<file path="config.mk">
export PLATFORM = sky130hd
export DESIGN_NAME = split_odd_even_gbx
export DESIGN_NICKNAME = d
export VERILOG_FILES = /design/src/rtl/split_odd_even_gbx.sv
export SDC_FILE = /design/constraint.sdc
export NUM_CORES = 1
export LEC_CHECK = 0
export BUFFER_PORTS_ARGS = -buffer_cell sky130_fd_sc_hd__clkbuf_2
export CAP_MARGIN = 20
export CORE_UTILIZATION = 49
export CTS_CLUSTER_SIZE = 40
export DETAILED_ROUTE_END_ITERATION = 10
export PLACE_DENSITY = 0.76
export SETUP_SLACK_MARGIN = 0.02
export SYNTH_ARGS = -nofsm -noshare
export SYNTH_HDL_FRONTEND = slang
export SYNTH_SLANG_ARGS = --single-unit
</file>
<file path="constraint.sdc">
create_clock -name clk -period 2.4 [get_ports clk]
set_input_delay 0.24 -clock clk [delete_from_list [all_inputs] [get_ports clk]]
set_output_delay 0.24 -clock clk [all_outputs]
set_load 0.02 [all_outputs]
</file>
<file path="src/rtl/split_odd_even_gbx.sv">
// Receive-side odd/even de-interleaver with 2:1 gearbox: one WIDTH-bit word in,
// two WIDTH/2-bit halves out on consecutive beats, behind a one-word holding register.
module split_odd_even_gbx #(
   parameter int unsigned WIDTH = 20,
   parameter int unsigned CNT_W = 16
) (
   input  logic               clk,
   input  logic               arst_n,
   input  logic [WIDTH-1:0]   din,
   input  logic               din_valid,
   output logic               din_ready,
   input  logic               swap,
   output logic [WIDTH/2-1:0] dout,
   output logic               dout_valid,
   input  logic               dout_ready,
   output logic               dout_lane,
   output logic               dout_last,
   output logic [CNT_W-1:0]   word_cnt
);

   localparam int unsigned HALF_W = WIDTH / 2;

   typedef enum logic [1:0] {
      EMPTY  = 2'd0,
      FIRST  = 2'd1,
      SECOND = 2'd2
   } state_t;

   state_t              state;
   state_t              state_nxt;
   logic [1:0]          sync_q;
   logic                run;
   logic                accept;
   logic [HALF_W-1:0]   even_c;
   logic [HALF_W-1:0]   odd_c;
   logic [HALF_W-1:0]   even_q;
   logic [HALF_W-1:0]   odd_q;
   logic                swap_q;

   // Split the interleaved word into even-indexed and odd-indexed bits.
   for (genvar i = 0; i < HALF_W; i++) begin : g_split
      assign even_c[i] = din[2*i];
      assign odd_c[i]  = din[2*i+1];
   end

   // Two-flop reset de-assertion synchronizer gating input acceptance.
   always_ff @(posedge clk or negedge arst_n) begin
      if (!arst_n) begin
         sync_q <= 2'b00;
      end else begin
         sync_q <= {sync_q[0], 1'b1};
      end
   end

   assign run        = sync_q[1];
   assign din_ready  = run & ((state == EMPTY) | ((state == SECOND) & dout_ready));
   assign dout_valid = (state != EMPTY);
   assign accept     = din_valid & din_ready;

   always_ff @(posedge clk or negedge arst_n) begin
      if (!arst_n) begin
         state <= EMPTY;
      end else begin
         state <= state_nxt;
      end
   end

   // Holding register and accepted-word counter.
   always_ff @(posedge clk or negedge arst_n) begin
      if (!arst_n) begin
         even_q   <= '0;
         odd_q    <= '0;
         swap_q   <= 1'b0;
         word_cnt <= '0;
      end else if (accept) begin
         even_q   <= even_c;
         odd_q    <= odd_c;
         swap_q   <= swap;
         word_cnt <= word_cnt + CNT_W'(1);
      end
   end

   always_comb begin
      state_nxt = state;
      dout      = '0;
      dout_lane = 1'b0;
      dout_last = 1'b0;
      case (state)
         EMPTY: begin
            if (accept) state_nxt = FIRST;
         end
         FIRST: begin
            dout      = swap_q ? odd_q : even_q;
            dout_lane = swap_q;
            if (dout_ready) state_nxt = SECOND;
         end
         SECOND: begin
            dout      = swap_q ? even_q : odd_q;
            dout_lane = ~swap_q;
            dout_last = 1'b1;
            // A word arriving on the final handshake reloads with no bubble.
            if (dout_ready) state_nxt = accept ? FIRST : EMPTY;
         end
         default: state_nxt = EMPTY;
      endcase
   end

endmodule

</file>
# [Word level (Yosys, flattened, before mapping)]
# Index checks and enable logic that the tools add are counted.
# Widths: inputs -> output; s select.
[totals] latch_bits=0 in_bits=25 elab_cells=30 mem_bits_rw=0 ff_bits=41 mem_bits_ro=0 memories=0 out_inout_bits=30
[classes] n_addsub=1 div=0 n_reduce_logical=3 n_eq_ne=5 n_shift=0 mul=0 n_mux=10 magnitude_cmp=0 n_bitwise=5
[op_table] op="$mux 10" n=2
[op_table] op="$pmux 10 s2" n=1
[op_table] op="$add 16x1->16 const B" n=1
[op_table] op="$mux 2" n=3
[op_table] op="$ne 2x2->1 const B" n=3
[op_table] op="$pmux 2 s3" n=1
[op_table] op="$and 1x1->1" n=3
[op_table] op="$reduce_and 3->1" n=1
[op_table] op="$eq 2x1->1 const B" n=1
[op_table] op="$eq 2x2->1 const B" n=1
[op_table] op="$logic_not 2->1" n=1
[op_table] op="$mux 1" n=2
[op_table] op="$pmux 1 s2" n=1
[op_table] op="$reduce_bool 2->1" n=1
[op_table] op="$not 1->1" n=1
[op_table] op="$or 1x1->1" n=1

# [Logic depth before layout (Yosys ltp)]
# Gate-level depths: netlist (run 1).
[depth] ltp_word=8 depth_mapped=7 mapped_depth_nobuf=6

# [Worst setup path after synthesis (run 1)]
# No wires, ideal clock.
[synth_timing] kind="reg2out" from="register state[0]" to="output dout[0]" path_slack_ps=293 stages_incl_launch_ff=6 t_required_ps=2160 path_buffers=1 arrival_ps=1867 path_cell_list="dfrtp_1 -> inv_1 -> ha_1 -> clkbuf_1 -> a22oi_1 -> a211oi_1"
[synth_via] elab_chain_cells=2 word_cells_on_any_way=3
[synth_rtl] item="from (decl)" line_no="29" source="state_t state;"
[synth_rtl] item="from (signal assigned)" line_no="64" source="state <= state_nxt;"
[synth_rtl] item="$eq 2x2->1 or $eq 2x1->1 (tied branches)" line_no="88" source="case (state)"
[synth_rtl] item="$pmux 10 s2 (*)" line_no="88"
[synth_rtl] item="to (decl)" line_no="13" source="output logic [WIDTH/2-1:0] dout,"
# Mark *: on every way between the ends. The rest lies on a longest branch, timed or not.

# [Worst setup path after layout (run 1)]
[layout_timing] from="register state[0]" to="output dout[7]"
# Same word-level chain as after synthesis.

==> run summary, run 1 <==
status: finished clean
Final Power: 3.09 mW
data required time at the worst endpoint: 2.16 ns
Buf/Inv on CP: 3
worst-path cell chain: inv_1, ha_1, buf_4, a22oi_1, a211oi_1, clkbuf_2
ant diodes: 0
core outline area: 3770 um2
first-pass GRT wire length: 6550 um
CTS tree: yes
CTS clk-pin slew, worst paths: 0.08 ns
Synth async-reset ratio: 100%
Worst Clk Skew: 0.0126 ns
Final min period: 2.23 ns
cts bufs inserted: 5
initial DRC count: 66
Avg Vias per Cell: 5.63
Final Max Slew Viols: 0
synth warn: 0
postcts setup bufs: 0
final setup TNS: 0 ns
total clock sinks: 41
Worst Tran Pin Value: 0.644 ns
CP Data Arrival Time: 1.99 ns
All-Layer GR Usage: 20.0%
Period Utilization, post-route: 93.0%
FILL cells: 292
EDFF count, synth: 0
crit-path max cell delay: 0.45 ns
Hold Path Depth: 2
Hold Crit Class: in -> reg
Static Leak: 1.14 nW
final WL: 4100 um
total global routing overflow: 0
final hold slack: 0.178 ns
Worst VDD drop: 0.776 mV
initial antenna violation count: 0
CP startpoint kind: flop
Top delay family on crit path: buffers and inverters
synthesis-to-layout area growth: 23.7%
most common cell after layout, fill and taps aside: clkbuf_2
register bit total from synthesis: 41
Die Y: 65.6 um
# DRC: 0
Avg WL per Cell: 15.3 um
Detail Route Antenna Nets: 0
maxcap violations: 0
Worst path depth: 6
main combinational cell family by area after synthesis: multiplexers
number of global-route vias before repair: 1,441
drt first pass iters: 4
pwr dens: 1260 nW/um2
mux cell area share after synthesis: 14.2%
port bufs: 54
cell area after synthesis: 1980 um2
post-synthesis instance total: 161
post-synthesis xor/xnor area fraction: 6.62%
deepest clock path buffer count: 2
fmax: 448 MHz
Finished Core Util: 65.0%
post-DP HPWL: 2890 um
Syn Nets: 192
post-synthesis compound-gate area fraction: 12.4%
Starting Density: 52.6%
top-level port count: 55
clk_lat worst skew: 0.29 ns
std cell rows: 22
Die Wd: 65.6 um
post-synth cell types: 29
final non-filler cell total: 268
Main synth FF type: dfrtp_1
Max FO, Critical Path: 23
simple logic cell fraction of the synthesized area: 8.64%
post-synthesis sequential area ratio: 51.7%
Hold Violations, Final: 0
syn avg cell area: 12.3 um2
Die ar.: 4310 um2
gpl congestion: 0.682
Slew headroom: 57.0%
Layout Nets: 250
crit end category: primary output
detailed-route via count: 1,510
slowest stage cell, crit path: dfrtp_1
H-tree Lvls: 2
DP Cell Count: 258
count of final setup violators: 0
largest net degree at the start of global routing: 42
share of cells above drive strength 1: 43.2%
RSZ-0062 raised after global routing: no
Register-to-Register Path Depth: 6
critical path class: reg -> out
synthesized-area fraction occupied by adder cells: 3.79%
Clock Tree Root: clkbuf_8
commonest cells after routing, fill and taps aside: clkbuf_2 (54), dfrtp_1 (41), mux2_2 (25), xnor2_1 (11), a22oi_1 (10)
report_power, final:
part           total [mW]  leakage (nW)  internal (mW)  switching, mW
registers            1.20         0.512          0.931          0.272
logic                1.32         0.571          0.580          0.740
clock network       0.571        0.0585          0.339          0.231
total                3.09          1.14           1.85           1.24
sequential cells by signal, summed over array words and instances, names as in the netlist:
signal    cells
word_cnt     16
odd_q        10
even_q       10
swap_q        1
state         2
sync_q        2
metal layers:
layer	track usage, %	wire (um)	share of wire (%)
met2	31.3	2000	49
met4	6.52	23	0.56
met5	0	0	0
met1	27.4	1870	46
met3	4.34	202	4.9
path summary, 6_finish.rpt:
path,end,slack [ns],startpoint
hold reg to reg,sync_q[1]$_DFF_PN0_,0.37,sync_q[0]$_DFF_PN0_
min in group asynchronous,word_cnt[9]$_DFFE_PN0P_,0.40,arst_n
setup / recovery,dout[7],0.17,state[0]$_DFFE_PN0P_
max in group asynchronous,even_q[3]$_DFFE_PN0P_,1.52,arst_n
setup reg to reg,word_cnt[7]$_DFFE_PN0P_,0.50,state[0]$_DFFE_PN0P_
hold / removal,swap_q$_DFFE_PN0P_,0.18,swap
timing repair:
item,4_1_cts,5_1_grt
endpoints found under the hold margin,0,13
gates resized for setup,1,0
setup endpoints to repair,3,0
hold buffers,0,1
metrics by stage:
step	setup WS [ns]	instance area [um2]
after floorplan	0.293	1980
after global placement	0.451	2300
after detailed placement	0.328	2300
after CTS	0.196	2420
after global routing	0.0734	2450
final	0.169	2450
cell families after synthesis:
kind of cell	after synthesis
buffers and inverters	12
muxes	25
and+or+nand+nor	30
AOI/OAI and AO/OA	31
xor gates and xnor gates	15
DFF	41
other	1
adders and majority gates	6
final cells by class:
type	instances	area [um2]	area share (%)
Timing Repair Buffer	59	323	13.2
Clock buffer	7	86.3	3.52
Multi-Input combinational cell	108	912	37.2
Tap cell	48	60.1	2.45
Inverter	4	15.0	0.612
Sequential cell	41	1030	41.8
Clock inverter	1	30.0	1.22
Yosys cell counts (all sizes together), types with 2 or more instances:
cell	n	share of area (%)
a211oi	9	3.4
nand4	5	1.6
nand3	3	0.76
xor2	4	1.8
nor2	7	1.5
buf	3	0.69
clkbuf	5	0.95
a22oi	10	3.8
mux2	25	14
dfrtp	41	52
xnor2	11	4.9
and3	2	0.63
nand2	7	1.3
a221oi	9	4.0
ha	6	3.8
inv	3	0.57
worst reg2reg max path, cell delays in order, from the launching register on:
cell	delay, ns
dfrtp_1	0.45
inv_1	0.11
ha_1	0.23
a21oi_2	0.10
or4b_1	0.62
nor2_1	0.16
xor2_1	0.16
Note: power is estimated with default switching activity, not from simulation.
==> run 2, diff against run 1 <==
CORE_MARGIN = 5   (was unset)
==> run 2 against run 1 <==
  * Design area is 1.3% higher
  * Fmax is 0.77% higher
  * Combinational power hardly changed
  * Non-clock buffer count stayed put
  * Power is 3.1% higher
  * Worst hold slack worse by 0.0023 ns
  * Sequential share of layout area is 0.55 points lower
  * Wire length is 2.3% higher
  * Via count is 0.20% higher
  * Worst setup slack better by 0.017 ns
  * Cell count is 0.75% higher
  * Register-to-register slack better by 0.04 ns
==> run summary, run 2 (synthesis gave the netlist of run 1 again) <==
crit-path max cell delay: 0.44 ns
DP Cell Count: 260
share of cells above drive strength 1: 43.6%
Detail Route Antenna Nets: 0
max FFs per register: 16
Slew headroom: 57.2%
clk_lat worst skew: 0.29 ns
final hold slack: 0.176 ns
Hold Violations, Final: 0
Worst Tran Pin Value: 0.642 ns
Avg Vias per Cell: 5.60
Worst Clk Skew: 0.00585 ns
initial DRC count: 78
H-tree Lvls: 2
final setup TNS: 0 ns
total clock sinks: 41
pwr dens: 1280 nW/um2
data required time at the worst endpoint: 2.16 ns
detailed-route via count: 1,513
post-route cell area: 2480 um2
deepest clock path buffer count: 2
drt first pass iters: 4
CP startpoint kind: flop
Die Wd: 73.6 um
CTS clk-pin slew, worst paths: 0.08 ns
post-DP HPWL: 3010 um
Worst VDD drop: 0.805 mV
Top delay family on crit path: buffers and inverters
Starting Density: 49.9%
critical path class: reg -> out
postcts setup bufs: 0
Die ar.: 5420 um2
std cell rows: 23
Post-DP Area: 2320 um2
core outline area: 3970 um2
Biggest register: word_cnt
largest net degree at the start of global routing: 42
Static Leak: 1.15 nW
number of global-route vias before repair: 1,509
Final min period: 2.21 ns
# DRC: 0
status: finished clean
worst-path cell chain: inv_1, ha_1, buf_4, a221oi_1, a211oi_1, clkbuf_2
commonest cells after routing, fill and taps aside: clkbuf_2 (54), dfrtp_1 (41), mux2_2 (25), xnor2_1 (11), a22oi_1 (10)
initial antenna violation count: 0
CP Data Arrival Time: 1.97 ns
RSZ-0062 raised after global routing: no
slowest stage cell, crit path: dfrtp_1
total global routing overflow: 0
Clock Tree Root: clkbuf_8
top-level port count: 55
Hold Crit Class: in -> reg
Finished Core Util: 62.6%
synthesis-to-layout area growth: 25.3%
Period Utilization, post-route: 92.3%
Layout Nets: 250
count of final setup violators: 0
ant diodes: 0
first-pass GRT wire length: 6870 um
Die Y: 73.6 um
final non-filler cell total: 270
maxcap violations: 0
gpl congestion: 0.743
CTS tree: yes
port bufs: 54
All-Layer GR Usage: 16.2%
Buf/Inv on CP: 3
Max FO, Critical Path: 22
final WL: 4190 um
Avg WL per Cell: 15.5 um
largest registers: word_cnt: 16 flops, even_q: 10 flops, odd_q: 10 flops
crit end category: primary output
fmax: 452 MHz
most common cell after layout, fill and taps aside: clkbuf_2
Final Max Slew Viols: 0
cts bufs inserted: 5
run 2: cell count changes in the layout (fill, tap and decap cells not counted):
cell,change
clkinv_2,+1
clkbuf_1,-1
clkbuf_8,-1
buf_4,-1
buf_12,+1
bufinv_16,+1
run 2: per-stage QoR:
| stage | total power, mW | setup slack [ns] |
|---|---|---|
| after floorplan | 2.12 | 0.293 |
| after global placement | 2.48 | 0.493 |
| after detailed placement | 2.54 | 0.442 |
| after CTS | 3.21 | 0.110 |
| after global routing | 3.39 | 0.0327 |
| final | 3.19 | 0.186 |
run 2: worst paths after layout:
kind / startpoint / endpoint / slack [ns] / cells after the start
worst max-delay path: state[0]$_DFFE_PN0P_ / dout[5] / 0.19 / 6
worst min-delay path: din[1] / odd_q[0]$_DFFE_PN0P_ / 0.18 / 2
worst max register to register: state[0]$_DFFE_PN0P_ / word_cnt[7]$_DFFE_PN0P_ / 0.54 / 6
worst min register to register: sync_q[0]$_DFF_PN0_ / sync_q[1]$_DFF_PN0_ / 0.35 / 0
max in group asynchronous: arst_n / state[1]$_DFFE_PN0P_ / 1.56 / 3
min in group asynchronous: arst_n / word_cnt[6]$_DFFE_PN0P_ / 0.37 / 2
run 2: cell type report:
type	instances	area, um2
clock buffer	5	68.8
clock inverter	3	65.1
fill	335	1490
inverter	4	15.0
multi-input combinational	108	912
sequential	41	1030
tap	50	62.6
timing repair buffer	59	335
run 2: where the power goes:
part	switching, mW	internal (mW)
Combinational	0.736	0.596
Sequential	0.273	0.930
Clock	0.242	0.413
run 2: per-layer routing:
layer  up-vias  GRT usage, %  share of wire (%)
li1        715             -                  -
met1       752          20.4                 43
met2        44          27.0                 50
met3         2          5.75                6.9
met4         0          3.02               0.26
met5         -             0                  0
run 2: timing repair:
| action | in CTS | in global routing |
|---|---|---|
| setup endpoints to repair | 0 | 4 |
| gates resized for setup | 0 | 1 |
| hold buffers | 0 | 1 |
| hold endpoints to repair | 0 | 11 |
